## src/rtl/mul_fp52_pkg.sv

```systemverilog
// Shared definitions for the mul_fp52 operand path.
// Contents: operand/result widths, the legal exponent ceiling, the packed
// operand-set struct carried from a requester to the multiplier, and two
// small helpers (exponent legality test, saturating counter increment).
package mul_fp52_pkg;

   localparam int FRAC_W  = 6;
   localparam int EXP_W   = 3;
   localparam int RES_W   = 18;
   localparam int EXP_MAX = 3;
   localparam int CNT_W   = 16;

   typedef struct packed {
      logic [FRAC_W-1:0] a_dat;
      logic [FRAC_W-1:0] b_dat;
      logic [FRAC_W-1:0] c_dat;
      logic [EXP_W-1:0]  a_exp;
      logic [EXP_W-1:0]  b_exp;
      logic [EXP_W-1:0]  c_exp;
   } opset_t;

   // An exponent field is illegal when it exceeds EXP_MAX (bit 2 set).
   function automatic logic exp_illegal(input opset_t op);
      return (op.a_exp > EXP_W'(EXP_MAX)) ||
             (op.b_exp > EXP_W'(EXP_MAX)) ||
             (op.c_exp > EXP_W'(EXP_MAX));
   endfunction

   function automatic logic [CNT_W-1:0] sat_inc(input logic [CNT_W-1:0] v);
      return (v == {CNT_W{1'b1}}) ? v : v + 1'b1;
   endfunction

endpackage

```

## src/rtl/rr_arb.sv

```systemverilog
// Round-robin arbiter, purely combinational.
// Ports:
//   i_req  - request vector, one bit per requester
//   i_ptr  - index where the priority search starts
//   o_gnt  - one-hot grant (all zero when no request)
//   o_idx  - index of the granted requester (0 when none)
//   o_any  - at least one request present
module rr_arb #(
   parameter int NREQ = 4,
   parameter int IDW  = $clog2(NREQ)
) (
   input  logic [NREQ-1:0] i_req,
   input  logic [IDW-1:0]  i_ptr,
   output logic [NREQ-1:0] o_gnt,
   output logic [IDW-1:0]  o_idx,
   output logic            o_any
);

   logic [IDW:0]   w_sum;
   logic [IDW-1:0] w_sel;

   always_comb begin
      o_gnt = '0;
      o_idx = '0;
      o_any = 1'b0;
      w_sum = '0;
      w_sel = '0;
      for (int k = 0; k < NREQ; k++) begin
         // Candidate index = (ptr + k) mod NREQ, computed one bit wider so
         // non-power-of-two NREQ wraps correctly.
         w_sum = {1'b0, i_ptr} + (IDW+1)'(k);
         if (w_sum >= (IDW+1)'(NREQ))
            w_sum = w_sum - (IDW+1)'(NREQ);
         w_sel = w_sum[IDW-1:0];
         if (!o_any && i_req[w_sel]) begin
            o_gnt[w_sel] = 1'b1;
            o_idx        = w_sel;
            o_any        = 1'b1;
         end
      end
   end

endmodule

```

## src/rtl/mul_fp52_arb.sv

```systemverilog
// Round-robin sharing of one mul_fp52 fused multiply-add unit among NREQ
// requesters. One operand set is accepted per cycle, registered into the
// issue stage that drives the multiplier, and its requester ID travels down
// a LAT-deep tag pipe so each result is returned with its owner's ID.
// Ports:
//   clk, rst                      - clock, async active-high reset
//   req_valid / req_ready         - per-requester handshake
//   req_{a,b,c}_dat, req_*_exp    - packed per-requester operands
//   mul_{a,b,c}_dat, mul_*_exp    - registered operands to mul_fp52
//   mul_res                       - mul_fp52 result
//   rsp_valid, rsp_id, rsp_res    - result return (no backpressure)
//   exp_err                       - sticky illegal-exponent flag
//   issue_cnt                     - saturating count of accepted sets
module mul_fp52_arb
   import mul_fp52_pkg::*;
#(
   parameter int NREQ = 4,
   parameter int LAT  = 2,
   parameter int IDW  = $clog2(NREQ)
) (
   input  logic                   clk,
   input  logic                   rst,
   input  logic [NREQ-1:0]        req_valid,
   output logic [NREQ-1:0]        req_ready,
   input  logic [NREQ*FRAC_W-1:0] req_a_dat,
   input  logic [NREQ*FRAC_W-1:0] req_b_dat,
   input  logic [NREQ*FRAC_W-1:0] req_c_dat,
   input  logic [NREQ*EXP_W-1:0]  req_a_exp,
   input  logic [NREQ*EXP_W-1:0]  req_b_exp,
   input  logic [NREQ*EXP_W-1:0]  req_c_exp,
   output logic [FRAC_W-1:0]      mul_a_dat,
   output logic [FRAC_W-1:0]      mul_b_dat,
   output logic [FRAC_W-1:0]      mul_c_dat,
   output logic [EXP_W-1:0]       mul_a_exp,
   output logic [EXP_W-1:0]       mul_b_exp,
   output logic [EXP_W-1:0]       mul_c_exp,
   input  logic [RES_W-1:0]       mul_res,
   output logic                   rsp_valid,
   output logic [IDW-1:0]         rsp_id,
   output logic [RES_W-1:0]       rsp_res,
   output logic                   exp_err,
   output logic [CNT_W-1:0]       issue_cnt
);

   opset_t                     w_ops [NREQ];
   opset_t                     w_sel_op;
   logic [NREQ-1:0]            w_gnt;
   logic [IDW-1:0]             w_idx;
   logic                       w_any;
   logic                       w_hs;

   logic [IDW-1:0]             r_ptr;
   opset_t                     r_op_p0;
   logic                       r_vld_p0;
   logic [IDW-1:0]             r_id_p0;
   logic [LAT-1:0]             r_tag_vld;
   logic [LAT-1:0][IDW-1:0]    r_tag_id;
   logic                       r_err;
   logic [CNT_W-1:0]           r_cnt;

   always_comb begin
      for (int i = 0; i < NREQ; i++) begin
         w_ops[i].a_dat = req_a_dat[FRAC_W*i +: FRAC_W];
         w_ops[i].b_dat = req_b_dat[FRAC_W*i +: FRAC_W];
         w_ops[i].c_dat = req_c_dat[FRAC_W*i +: FRAC_W];
         w_ops[i].a_exp = req_a_exp[EXP_W*i +: EXP_W];
         w_ops[i].b_exp = req_b_exp[EXP_W*i +: EXP_W];
         w_ops[i].c_exp = req_c_exp[EXP_W*i +: EXP_W];
      end
   end

   rr_arb #(.NREQ(NREQ), .IDW(IDW)) u_arb (
      .i_req (req_valid),
      .i_ptr (r_ptr),
      .o_gnt (w_gnt),
      .o_idx (w_idx),
      .o_any (w_any)
   );

   // The grant only reaches the requesters outside reset, so nothing can be
   // accepted while rst is held.
   assign req_ready = rst ? '0 : w_gnt;
   assign w_hs      = w_any & ~rst;
   assign w_sel_op  = w_ops[w_idx];

   // Stage p0: issue register feeding mul_fp52; operands hold when idle.
   always_ff @(posedge clk or posedge rst) begin
      if (rst) begin
         r_ptr    <= '0;
         r_op_p0  <= '0;
         r_vld_p0 <= 1'b0;
         r_id_p0  <= '0;
         r_err    <= 1'b0;
         r_cnt    <= '0;
      end else begin
         r_vld_p0 <= w_hs;
         if (w_hs) begin
            r_ptr   <= (w_idx == IDW'(NREQ-1)) ? '0 : w_idx + 1'b1;
            r_op_p0 <= w_sel_op;
            r_id_p0 <= w_idx;
            r_cnt   <= sat_inc(r_cnt);
            if (exp_illegal(w_sel_op))
               r_err <= 1'b1;
         end
      end
   end

   // Stages p1..pLAT: tag pipe tracking the mul_fp52 internal registers.
   always_ff @(posedge clk or posedge rst) begin
      if (rst) begin
         r_tag_vld <= '0;
         r_tag_id  <= '0;
      end else begin
         r_tag_vld[0] <= r_vld_p0;
         r_tag_id[0]  <= r_id_p0;
         for (int k = 1; k < LAT; k++) begin
            r_tag_vld[k] <= r_tag_vld[k-1];
            r_tag_id[k]  <= r_tag_id[k-1];
         end
      end
   end

   assign mul_a_dat = r_op_p0.a_dat;
   assign mul_b_dat = r_op_p0.b_dat;
   assign mul_c_dat = r_op_p0.c_dat;
   assign mul_a_exp = r_op_p0.a_exp;
   assign mul_b_exp = r_op_p0.b_exp;
   assign mul_c_exp = r_op_p0.c_exp;

   assign rsp_valid = r_tag_vld[LAT-1];
   assign rsp_id    = r_tag_id[LAT-1];
   assign rsp_res   = mul_res;
   assign exp_err   = r_err;
   assign issue_cnt = r_cnt;

endmodule

```

## config.mk

```make
export PLATFORM = sky130hd
export DESIGN_NAME = mul_fp52_arb
export DESIGN_NICKNAME = d
export VERILOG_FILES = /design/src/rtl/mul_fp52_pkg.sv /design/src/rtl/rr_arb.sv /design/src/rtl/mul_fp52_arb.sv
export SDC_FILE = /design/constraint.sdc
export NUM_CORES = 1
export LEC_CHECK = 0
export CORE_MARGIN = 1.5
export CORE_UTILIZATION = 35
export DETAILED_ROUTE_END_ITERATION = 10
export PLACE_DENSITY = 0.74
export SETUP_SLACK_MARGIN = 0.02
export SYNTH_ARGS = -nofsm -noshare
export SYNTH_HDL_FRONTEND = slang
export SYNTH_SLANG_ARGS = --single-unit
```

## constraint.sdc

```tcl
create_clock -name clk -period 4 [get_ports clk]
set_clock_uncertainty 0.2 [all_clocks]
set_input_delay 0.6 -clock clk [delete_from_list [all_inputs] [get_ports clk]]
set_output_delay 0.6 -clock clk [all_outputs]
set_load 0.02 [all_outputs]
```

==> reports/results.ini <==
[floorplanning]
start_util=0.365
die_height_um=104
io_pins=201
die_x_um=104
core_um2=9860
die_area_um2=10900
rows=36

[clock_tree]
clk_pin_slew_ps=80
clk_path_buf_depth=2
hold_buffers=0
clock_latency_ps=310
root_buffer=clkbuf_8
htreeDepth=2
cts_tree=yes
clock-sinks=55
numCtsBuffers=5

[global_route]
grt_pass1_wl_um=15500
grt_overflow_total=0
grt_max_degree=63
grt_pass1_vias=3123
track_usage=0.175
antenna_found_initial=0

[worst_setup_path]
path_cells=inv_1 > ha_2 > mux4_2 > buf_4 > a22oi_1 > nor2_1 > a221oi_1 > nor2_1 > clkdlybuf4s50_1
r2r_cells=10
path_common_cell=nor2_1
r2r-start=r_ptr[1]
slowest_delay_ps=640
crit_path_top_delay_cell=mux4_2
crit_type=reg2out
crit_end=req_ready[0]
critical_path_peak_fanout=8
endpoint_kind=output port
cp.arrival_ps=3080
regToRegEndpoint=exp_err
path_depth=9
worstSetupStartpoint=r_ptr[1]
critical_path_buf_inv_count=3
startpoint_type=flop
critPathTopFamily=buffers and inverters
r2r_slack_ps=420
required_ps=3200

[timing]
slew_viol_final=0
final-setup-viol-count=0
relSlewSlack=0.305
fmax_mhz=258
fin_crit_sh=0.970
layout_setup_ws_ps=121
fin_setup_tns_ps=0
finalHoldViolCount=0
worst_slew_pin_slew_ps=1040
rsz0062_at_grt=true
fin_crit_ps=3880

[placement]
dp_hpwl_um=7060
place_congestion=0.815
dp_slack_ps=96.7
io_buffers=164
place_area_um2=5210
dp.cells=604

[power_and_ir_drop]
leakagePower_nw=2.26
peakVddDrop_v=0.000381
pwr-share-comb=0.698
p_sw_mw=1.66
internal-power_mw=2.31
power_density_nw_per_um2=749
seqPwrFrac=0.227
p_sw_frac=0.419
clkPwrFrac=0.075
total_power_mw=3.98

[final_layout]
final_cells=613
layout-area-overhead-vs-synth_pct=47.5
antenna-diode-count=0
finalNetCount=621
stdcell_area_um2=5310
drive_above_1_share=0.121

[route]
vias_per_cell=4.89
vias=2995
wirelength_um=9390
dr.first_iter.drc_count=81
routedWlPerCell_um=15.3
drtPass1Iterations=4
drc_errors=0
postRouteAntennaNets=0

[yosys]
synth_area_um2=3600
async_flop_share=1.00
netlist_instances=338
syn-num-nets=479
ys_ff_latch=55
synth-edff-count=0
yosysMostFrequentCell=mux2i_1
postSynthAreaPerCell_um2=10.7
synth_cell_type_count=35
yosysWarnings=0
yosys.area.top_type=dfrtp_1
synthTopCellsByArea=dfrtp_1, mux2i_1, mux2_2, buf_4, nand2_1
yosys-top-cells-count=mux2i_1, dfrtp_1, nand2_1
ys_seq_area_frac=0.382
synth_top_area_frac=0.382
synthFlopType=dfrtp_1

[outcome]
status=finished, final reports clean

[flow_run]
cap_violations=0

[min_path]
holdCritPathClass=reg2reg

-- worst min-delay path by stage --
stage	start	to	slack [ps]	depth (start not counted)
detailed placement	r_tag_id[0]	rsp_id[0]	140	0
global placement	r_vld_p0	r_tag_vld[0]	140	0
global route	r_tag_id[0]	rsp_id[0]	170	0
floorplan	r_vld_p0	r_tag_vld[0]	130	0
CTS	r_tag_id[0]	rsp_id[0]	160	0
finish	r_tag_id[1]	rsp_id[1]	160	0
-- power groups by stage --
stage	logic, mW	clock network, mW	registers, mW
3_3_place_gp	2.73	0	0.907
3_5_place_dp	2.78	0	0.911
2_1_floorplan	1.85	0	1.12
5_1_grt	3.00	0.339	0.933
4_1_cts	2.79	0.317	0.907
6_report	2.77	0.300	0.902
-- flip-flops by register name, indices dropped and copies added, names as in the netlist, 3 cells and up --
signal     cells
mul_a_dat      6
mul_c_exp      3
mul_b_exp      3
mul_c_dat      6
mul_b_dat      6
issue_cnt     16
mul_a_exp      3
-- worst register-to-register path: cells and delay by family, from the launching register on --
| family | cells | cell delay [ps] |
|---|---|---|
| muxes | 3 | 1080 |
| buffers and inverters | 2 | 460 |
| AOI/OAI and AO/OA | 2 | 730 |
| DFF | 1 | 350 |
| and+or+nand+nor | 2 | 290 |
| adders and majority gates | 1 | 420 |
-- per-layer routing --
metal	up-vias	global-route usage	share of wire
met5	-	0	0
met4	0	0.0496	0.015
met3	15	0.0376	0.058
met2	95	0.310	0.50
met1	1439	0.213	0.42
li1	1446	-	-
-- cell usage in the layout (no fill, tap or decap), drive strengths merged --
cell	n
xor2	5
a31oi	1
o41ai	1
a41oi	1
nor2b	1
nand4	3
clkdlybuf4s50	164
a2bb2oi	1
nor3	1
a22oi	4
dfrtp	55
o22ai	2
buf	9
mux2i	58
nand3	3
a21oi	3
and2	2
clkbuf	5
nor2	18
ha	9
and4	1
mux2	28
and3	4
a221oi	4
o21ai	30
mux4	4
o21a	1
nand2	41
clkinv	2
inv	7
xnor2	12
-- cell families after synthesis --
group	Yosys count	synth area share
and+or+nand+nor	74	0.0910
xor gates and xnor gates	17	0.0413
muxes	90	0.274
DFF	55	0.382
adders and majority gates	9	0.0313
buffers and inverters	45	0.0910
AOI/OAI and AO/OA	48	0.0893
-- metrics by stage --
stage / util / hold WS [ps]
floorplan: - / 131
global route: 0.538 / 165
detailed placement: 0.528 / 137
finish: 0.538 / 156
CTS: 0.537 / 162
global placement: 0.528 / 135
-- layout make-up --
class / instances / area (µm²)
Tap cell: 133 / 166
Inverter: 7 / 26.3
Clock buffer: 5 / 68.8
Fill cell: 872 / 4550
Multi-Input combinational cell: 238 / 1920
Sequential cell: 55 / 1380
Clock inverter: 2 / 13.8
Timing Repair Buffer: 173 / 1730
-- repair_timing --
action	CTS	global route
gates resized for setup	0	1
buffers inserted	0	2
endpoints found under the setup margin	0	4
(Power assumes the default switching activity.)
